**src/rtl/pred_btb.sv**
```systemverilog
// Branch-target buffer with 2-bit direction counters, one-cycle registered prediction
// and push of taken targets into the buffer of predictions (BOP).
module pred_btb #(
   parameter int ENTRIES = 16,
   parameter int TAG_W   = 8,
   parameter int ADDR_W  = 30
) (
   input  logic              s_clk_i,
   input  logic              s_reset_i,
   input  logic              s_flush_i,
   input  logic              s_look_i,
   input  logic [ADDR_W-1:0] s_look_addr_i,
   input  logic              s_bop_full_i,
   input  logic              s_upd_i,
   input  logic [ADDR_W-1:0] s_upd_addr_i,
   input  logic [ADDR_W-1:0] s_upd_target_i,
   input  logic              s_upd_taken_i,
   output logic              s_pred_valid_o,
   output logic              s_pred_taken_o,
   output logic [ADDR_W-1:0] s_pred_target_o,
   output logic              s_bop_push_o,
   output logic [ADDR_W-1:0] s_bop_data_o
);

   localparam int IDX_W = $clog2(ENTRIES);

   logic              r_valid  [ENTRIES];
   logic [TAG_W-1:0]  r_tag    [ENTRIES];
   logic [ADDR_W-1:0] r_target [ENTRIES];
   logic [1:0]        r_ctr    [ENTRIES];

   logic              r_look_q;
   logic              r_taken_q;
   logic [ADDR_W-1:0] r_target_q;

   logic [IDX_W-1:0]  w_look_idx;
   logic [TAG_W-1:0]  w_look_tag;
   logic              w_look_hit;
   logic [IDX_W-1:0]  w_upd_idx;
   logic [TAG_W-1:0]  w_upd_tag;
   logic              w_upd_hit;

   assign w_look_idx = s_look_addr_i[IDX_W-1:0];
   assign w_look_tag = s_look_addr_i[IDX_W+TAG_W-1:IDX_W];
   assign w_look_hit = r_valid[w_look_idx] && (r_tag[w_look_idx] == w_look_tag);

   assign w_upd_idx  = s_upd_addr_i[IDX_W-1:0];
   assign w_upd_tag  = s_upd_addr_i[IDX_W+TAG_W-1:IDX_W];
   assign w_upd_hit  = r_valid[w_upd_idx] && (r_tag[w_upd_idx] == w_upd_tag);

   // Address bits above the tag do not take part in the lookup.
   if (IDX_W + TAG_W < ADDR_W) begin : g_hi_bits
      logic w_unused_hi;
      assign w_unused_hi = ^{s_look_addr_i[ADDR_W-1:IDX_W+TAG_W],
                             s_upd_addr_i[ADDR_W-1:IDX_W+TAG_W]};
   end

   // Lookup reads pre-update contents; a lookup during flush is dropped.
   always_ff @(posedge s_clk_i) begin
      if (s_reset_i) begin
         r_look_q   <= 1'b0;
         r_taken_q  <= 1'b0;
         r_target_q <= '0;
      end else begin
         r_look_q   <= s_look_i & ~s_flush_i;
         r_taken_q  <= w_look_hit & r_ctr[w_look_idx][1];
         r_target_q <= w_look_hit ? r_target[w_look_idx] : '0;
      end
   end

   always_ff @(posedge s_clk_i) begin
      if (s_reset_i) begin
         for (int i = 0; i < ENTRIES; i++) begin
            r_valid[i] <= 1'b0;
            r_ctr[i]   <= 2'b00;
         end
      end else if (s_upd_i) begin
         if (w_upd_hit) begin
            if (s_upd_taken_i) begin
               if (r_ctr[w_upd_idx] != 2'b11) r_ctr[w_upd_idx] <= r_ctr[w_upd_idx] + 2'd1;
               r_target[w_upd_idx] <= s_upd_target_i;
            end else if (r_ctr[w_upd_idx] != 2'b00) begin
               r_ctr[w_upd_idx] <= r_ctr[w_upd_idx] - 2'd1;
            end
         end else if (s_upd_taken_i) begin
            // Allocation starts weakly taken so one not-taken flips it.
            r_valid[w_upd_idx]  <= 1'b1;
            r_tag[w_upd_idx]    <= w_upd_tag;
            r_target[w_upd_idx] <= s_upd_target_i;
            r_ctr[w_upd_idx]    <= 2'b10;
         end
      end
   end

   // A full BOP demotes a taken prediction; fetch simply continues sequentially.
   assign s_pred_valid_o  = r_look_q & ~s_flush_i;
   assign s_pred_taken_o  = s_pred_valid_o & r_taken_q & ~s_bop_full_i;
   assign s_bop_push_o    = s_pred_taken_o;
   assign s_pred_target_o = r_target_q;
   assign s_bop_data_o    = r_target_q;

endmodule

```
**config.mk**
```make
export PLATFORM = sky130hd
export DESIGN_NAME = pred_btb
export DESIGN_NICKNAME = d
export VERILOG_FILES = /design/src/rtl/pred_btb.sv
export SDC_FILE = /design/constraint.sdc
export NUM_CORES = 1
export LEC_CHECK = 0
export CAP_MARGIN = 30
export CORE_UTILIZATION = 54
export CTS_BUF_LIST = sky130_fd_sc_hd__clkbuf_2
export DETAILED_ROUTE_END_ITERATION = 8
export PLACE_DENSITY = 0.73
export SLEW_MARGIN = 0
export SYNTH_ARGS = -nofsm -noshare
export SYNTH_HDL_FRONTEND = slang
export SYNTH_SLANG_ARGS = --single-unit
```
**constraint.sdc**
```tcl
create_clock -name s_clk_i -period 4.4 [get_ports s_clk_i]
set_clock_uncertainty 0.1 [all_clocks]
set_input_delay 0.44 -clock s_clk_i [delete_from_list [all_inputs] [get_ports s_clk_i]]
set_output_delay 0.44 -clock s_clk_i [all_outputs]
set_load 0.1 [all_outputs]
```
After elaboration in Yosys (flattened, before gate mapping)

Memory sizes are Yosys's and may differ from the RTL's. A register that Yosys moved wholly into a read port is not among the register bits.
Index checks and enable logic that the tools add are counted.
Widths: inputs -> output; s select.

Memories: 4
Flip-flop bits (word level): 2
Word-level logic and storage cells: 60
Output and inout bits: 63
Input port bits: 97
RAM bits: 656

Memory list:

| memory   | depth | bits a word | read ports | clocked after Yosys merged registers in | wr ports | line | RTL |
|---|---|---|---|---|---|---|---|
| r_target | 16    | 30          | 1          | 1                                       | 1        | 29   | `logic [ADDR_W-1:0] r_target [ENTRIES];` |
| r_tag    | 16    | 8           | 2          | 0                                       | 1        | 28   | `logic [TAG_W-1:0] r_tag [ENTRIES];` |
| r_ctr    | 16    | 2           | 2          | 0                                       | 16       | 30   | `logic [1:0] r_ctr [ENTRIES];` |
| r_valid  | 16    | 1           | 2          | 0                                       | 16       | 27   | `logic r_valid [ENTRIES];` |

Reductions and logical operators: 6
Bitwise logic cells: 11
Eq/ne operators: 3
Muxes and demuxes: 32
Add/sub/neg operators: 2

Operators with widths:

| cell                | number |
|---|---|
| $mux 30             | 1 |
| $mux 1              | 26 |
| $eq 8x8->1          | 2 |
| $mux 4              | 2 |
| $mux 2              | 3 |
| $and 1x1->1         | 5 |
| $reduce_or 2->1     | 2 |
| $not 1->1           | 3 |
| $or 1x1->1          | 3 |
| $add 2x1->2 const B | 1 |
| $logic_and 1x1->1   | 2 |
| $ne 2x2->1 const B  | 1 |
| $reduce_bool 2->1   | 1 |
| $sub 2x1->2 const B | 1 |
| $reduce_or 1->1     | 1 |

Longest topological paths before layout

An unclocked memory read counts as a cell.

Depth after elaboration: 12
Mapped depth: 13

Worst setup path after synthesis

Ideal clock, no wire load.

Path type: input -> output
Start: input port s_flush_i
End: output port s_pred_taken_o
Slack: 0.623 ns
Required time: 3.860 ns
Path buffers: 1
Data arrival time: 3.237 ns
Stages: 3
Cell sequence: nor2b_1 > and3b_1 > buf_4

Cells in the longest elaborated chain, start to end: 4

Ends and longest elaborated chain:

| item                     | line | RTL |
|---|---|---|
| start, declared          | 10   | `input logic s_flush_i,` |
| $not 1->1                | 96   | `assign s_pred_valid_o = r_look_q & ~s_flush_i;` |
| $and 1x1->1              | 96   |  |
| $and 1x1->1 (2 in a row) | 97   | `assign s_pred_taken_o = s_pred_valid_o & r_taken_q & ~s_bop_full_i;` |
| end, declared            | 19   | `output logic s_pred_taken_o,` |

Every way passes these cells.

==> run summary <==
The switching share of total power was 23.4%; the net total in the final layout was 1714. In this run the static leakage power is 10.6 nW. The most critical setup path has its startpoint at r_tag[3][6]. For this run, the total global-route usage over all layers was measured as 24.0%. In this run the register-to-register setup slack is 720 ps. The number of port buffers was 123. The tools report the H-tree depth as 4.

The tools report the post-synthesis cell type count as 47. Setup repair after global routing left no endpoint under its margin. The slowest stage of the critical path belongs to the cell sky130_fd_sc_hd__nor2_1. Derived from the worst setup path, the maximum achievable clock frequency is 271 MHz. The run gives 0 as the number of warnings reported in the yosys synthesis log. The worst setup path is of the flop to flop kind. Max-slew violation count: 0. The tools report the combinational power share as 6.2%.

Dividing the detail-routed wire length by the instance count gives 25.3 µm. Counting flops and latches in the post-synthesis netlist gives 688. The cell sitting at the root of the clock tree is a sky130_fd_sc_hd__clkbuf_2.

The most area-hungry cell type in the Yosys netlist was sky130_fd_sc_hd__edfxtp_1. Path category of the worst min-delay check: input port to flop. The run gives 0.261 mV as the maximum ir drop on the vdd rail.

The run gives 688 as the count of clock tree sinks. The synthesized instance count is 1318, and the total negative setup slack is 0 ps. Clock buffer count from CTS: 164. The peak fanout along the critical path came out at 16. The critical path goes through mux4_1 > mux2_2 > nor4_1 > nor4_1 > or4_4 > nor2_1 > nor3_1 > buf_4. The tools report the worst hold slack as 241 ps. Sorting the synthesized cells by area gives the leading types as sky130_fd_sc_hd__edfxtp_1 69%, sky130_fd_sc_hd__mux4_2 19%, sky130_fd_sc_hd__dfxtp_1 3.4%. The max-cap check violation count is 0, and the relative area change from synthesis to final layout is 15.5%. The worst setup path is captured at a flop.

Counting along the longest clock path gives a buffer depth of 3. Summing all non-filler instances in the final layout gives an area of 32400 µm². The internal power component is 0.00938 W. The tools report the relative contribution of sequential cells to total power as 58.8%. In this design, the critical path's most frequently occurring cell is sky130_fd_sc_hd__nor4_1. For the setup violation total in the final timing report, the log shows 0. The logs give 0.838 for the routability congestion estimate from global placement and 54.6% for the effective utilization at floorplan. For the worst setup path, the data arrival time is 4550 ps.

Detailed placement ended at an HPWL of 34500 µm. The number of nets handed over by synthesis was 1415. The tools report the largest net degree at the start of global routing as 85. Of the total power, the clock network draws 34.9%. The worst hold path begins at s_look_addr_i[9]. For this run, the leading register cell type out of synthesis is sky130_fd_sc_hd__edfxtp_1. Once the clock tree was built, the setup fixing pass inserted 0 buffers. For the number of design rule violations left after detail routing, the log shows 0. The tools report the net load switching power as 0.00286 W.

The via count is 14600. The area share of the largest cell type after synthesis came out at 68.6%. Counting flops with a built-in enable in the synthesized netlist gives 640. For the finished layout, the period the worst path requires is 3680 ps.

The tools report the first-pass GRT wire length as 92100 µm. After synthesis the cells add up to 28000 µm². Initial antenna violation count: 1.

The floorplan die width was 230 µm. The run gives 83 as the number of standard-cell rows in the floorplan. The largest single stage delay on the critical path is 720 ps.

The worst pin sits at a relative slew slack of 33.6%. The slew at the pin closest to its max-slew limit was 993 ps; the vertical extent of the die was 230 µm. In this run the critical register-to-register path is launched from r_tag[3][6].

Once detail routing completed, the nets flagged for antenna violations numbered 0. The die covers 52800 µm². The placed instances occupy a cell area of 30300 µm².

The worst path uses 83.7% of the clock period. The first detailed-routing pass took 5 iterations. The power per cell area was 378 nW/µm². For the count of boundary I/O pins, the log shows 160. The final hold violation count was 0; the ratio of cells with drive above 1 in the final layout was 35.6%. The total routed wirelength was 61500 µm. Dominant cell by count in the synthesized netlist: sky130_fd_sc_hd__edfxtp_1. Type of element launching the critical path: a flop.

The core footprint was 51300 µm². STA puts the critical path data required time at 5260 ps. After synthesis, flip-flops and latches occupy 72.0% of the total area. The number of global-route vias before repair was 15200; the share of async-settable or async-resettable flops after synthesis was 0%.

Counting instances in the post-synthesis netlist gives the leading cell types as 640 x sky130_fd_sc_hd__edfxtp_1, 237 x sky130_fd_sc_hd__mux4_2, 48 x sky130_fd_sc_hd__clkbuf_1, 48 x sky130_fd_sc_hd__dfxtp_1, 41 x sky130_fd_sc_hd__nor2_1. The insertion delay of the later-clocked pin in the worst-skew pair is 1320 ps, and the global route total overflow is 0. The flow ran to the end, and the final reports show no timing, DRC or antenna violations.

Via density per instance: 6.01. TritonCTS built the clock tree. In this run the mean area of a mapped cell was 21.3 µm². The detailed router finished its first iteration with 1388 violations. The filler cell count in the final layout is 3615, and the clock slew seen by the registers of the worst setup and hold paths is 120 ps.
[cells in the final DEF, fill, tap and decap left out, drive strengths merged, types with 26 or more instances in the layout]
| cell | n |
|---|---|
| edfxtp | 640 |
| clkbuf | 251 |
| mux4 | 238 |
| clkdlybuf4s50 | 116 |
| buf | 82 |
| dlygate4sd3 | 50 |
| dfxtp | 48 |
| nor2 | 41 |
| nor2b | 39 |
| clkinv | 36 |
| mux2i | 31 |
| nand2 | 26 |
[per-layer routing]
metal,vias to the layer above,share of wire [%],global-route usage (%),wire length [µm]
met3,84,6.7,5.67,4100
met4,0,1.6,7.91,1000
met5,-,0,0,0
li1,6245,-,-,-
met2,648,50,38.4,30900
met1,7612,41,33.0,25400
[repair_timing]
| action | CTS | global route |
|---|---|---|
| gates resized for setup | 0 | 0 |
| endpoints found under the hold margin | 680 | 0 |
| hold buffers | 50 | 0 |
| setup endpoints to repair | 0 | 0 |
[worst paths after layout]
path / to / depth (start not counted)
worst max-delay path: r_tag[11][1] / 8
worst min-delay path: s_bop_data_o[14] / 6
worst max register to register: r_tag[11][1] / 8
worst min register to register: r_valid[13] / 1
[power groups by stage]
stage | clock network [W] | registers [W] | logic (W)
after CTS | 0.00440 | 0.00720 | 0.000767
after detailed placement | 0 | 0.00735 | 0.000728
after floorplan | 0 | 0.00735 | 0.000463
after global routing | 0.00472 | 0.00721 | 0.000815
final | 0.00428 | 0.00720 | 0.000762
after global placement | 0 | 0.00735 | 0.000714
[sequential cells by signal, indices dropped and copies added (netlist names)]
register	count
r_ctr	32
r_look_q	1
r_tag	128
r_taken_q	1
r_target	480
r_valid	16
s_bop_data_o	30
[kinds of logic (layout without fill, tap and decap cells)]
group	count (synthesis)	count (layout)	share of synthesized area (%)
DFF	688	688	72.0
muxes	273	273	20.4
and+or+nand+nor	162	162	3.02
buffers and inverters	117	547	2.16
AOI/OAI and AO/OA	63	63	1.91
xor gates and xnor gates	15	15	0.469
other	0	1	0
[worst max-delay path, delay by kind of cell (launching register included)]
| family | cells | cell delay, ps |
|---|---|---|
| buf+inv | 1 | 260 |
| flops | 1 | 400 |
| mux | 2 | 790 |
| simple gates | 5 | 1780 |
[layout make-up]
cell class	instances	area, µm²	area share [%]
Inverter	2	7.51	0.0232
Multi-Input combinational cell	513	7360	22.7
Clock buffer	251	1260	3.88
Tap cell	680	851	2.63
Timing Repair Buffer	248	2380	7.35
Sequential cell	688	20200	62.3
Antenna cell	1	2.50	0.00773
Clock inverter	46	337	1.04
[per-stage QoR]
step / setup slack [ps] / cells / util, % / total power [W]
detailed placement: 277 / 2081 / 59.0 / 0.00808
global route: 487 / 2429 / 63.1 / 0.0127
finish: 716 / 2429 / 63.1 / 0.0122
CTS: 588 / 2428 / 63.1 / 0.0124
floorplan: 623 / 1318 / - / 0.00781
global placement: 382 / 2081 / 59.0 / 0.00806
Power figures use the tool's default switching activity.
==> patch: new RTL, config.mk and constraints unchanged <==
Set the parameter `ENTRIES` to 8 (it was 16).
--- a/src/rtl/pred_btb.sv
+++ b/src/rtl/pred_btb.sv
@@ -1,7 +1,7 @@
 // Branch-target buffer with 2-bit direction counters, one-cycle registered prediction
 // and push of taken targets into the buffer of predictions (BOP).
 module pred_btb #(
-   parameter int ENTRIES = 16,
+   parameter int ENTRIES = 8,
    parameter int TAG_W   = 8,
    parameter int ADDR_W  = 30
 ) (
Formal check against the unedited RTL: not equivalent (Yosys sat finds a counterexample within 4 cycles, from zero or initial values and one cycle with s_reset_i high).
==> patch against the original RTL <==
- worst setup slack better by 0.54 ns
- hold slack got worse by 0.15 ns
- routed wire length shrank 51%
- critical path type is now reg2out
- sequential cell count shrank 328
- via count is 46% lower
- power is 48% lower
- area after synthesis fell by 48%
- cell area decreased by 47%
- largest power group unchanged
==> patch: results (changes against the original RTL) <==
Hold Path Depth 2 (-4); first-pass GRT wire length 46.1 mm (-50%); DP Wirelength 17.8 mm (-49%); clk_lat worst skew 0.88 ns (-0.44 ns); WL met2 15.3 mm (-51%); FF-to-FF path depth 7 (-1); Reg2Reg Setup Slack 1.35 ns (+0.63 ns); layout cells sized above 1 29.3% (-6.3 points); met1 wire length 12.4 mm (-51%); instance area at placement 0.0163 mm^2 (-46%); CP Launch Point r_look_q$_SDFF_PP0_; Post-Place Setup Slack 0.475 ns (+0.198 ns); grt met1 use 28.5% (-4.5 points); status completed; cell count after placement 1199 (-42%); Switching Power 1500 uW (-48%); top cells by area, synth edfxtp_1 (66%), mux4_2 (11%), dfxtp_1 (5.5%); Int Power 4900 uW (-48%); DR WL/cell 22.0 um (-13%); hold_ws 0.0919 ns (-0.149 ns); via count 7888 (-46%); Global Route Usage Sum 22.2% (-1.9 points); final std cells w/o fill 1366 (-44%); PortBufs 121 (-1.6%); Comb pwr share 6.6% (+0.4 points); max layer used met5; M3 GR Usage 4.37% (-1.3 points); Post-Syn Area per Cell 19.2 um^2 (-9.7%); Min-Delay Endpoint r_look_q$_SDFF_PP0_; synth cell count leaders edfxtp_1 (320), mux4_2 (74), nor2_1 (59); vias in the first global route 8318 (-45%); static leakage 0.00590 uW (-44%); H-tree depth 3 (-1); Final nets 1052 (-39%); crit path to s_bop_push_o; initial drt markers 621 (-55%); RR Endpoint r_tag[3][7]$_DFFE_PP_; met2 Use GR 37.4% (-0.99 points); Arrival @ worst endpoint 2.61 ns (-1.94 ns); hold_sp s_flush_i
==> patch: cell count changes after synthesis, moves of 18 or more <==
cell / before / now
mux4_2: 237 / 74
edfxtp_1: 640 / 320
clkbuf_1: 48 / 11
nor2b_1: 39 / 3
mux2i_1: 31 / 55
nor2_1: 41 / 59
==> patch: critical path: stages (launching register included) <==
cell and delay (ns):
dfxtp_1 0.31, nor2b_1 0.15, and3b_1 0.19, clkdlybuf4s50_1 1.14
==> patch: cell families after synthesis <==
family                 count (synthesis)  synth area share (%)
AO/OA/AOI/OAI                         52                  2.73
AND/OR/NAND/NOR                      107                  3.49
flip-flops                           360                  71.1
buffers and inverters                 76                  3.35
XOR/XNOR                              13                 0.777
multiplexers                         155                  18.6
==> patch: layout make-up <==
class                   count  area, um^2
flip-flops and latches    360       10400
multi-input cells         327        3800
well taps                 335         419
fillers                  1854        9210
clock buffers             134         671
inverters                   5        18.8
clock inverters            31         184
repair buffers            172        1630
diodes                      2        5.00
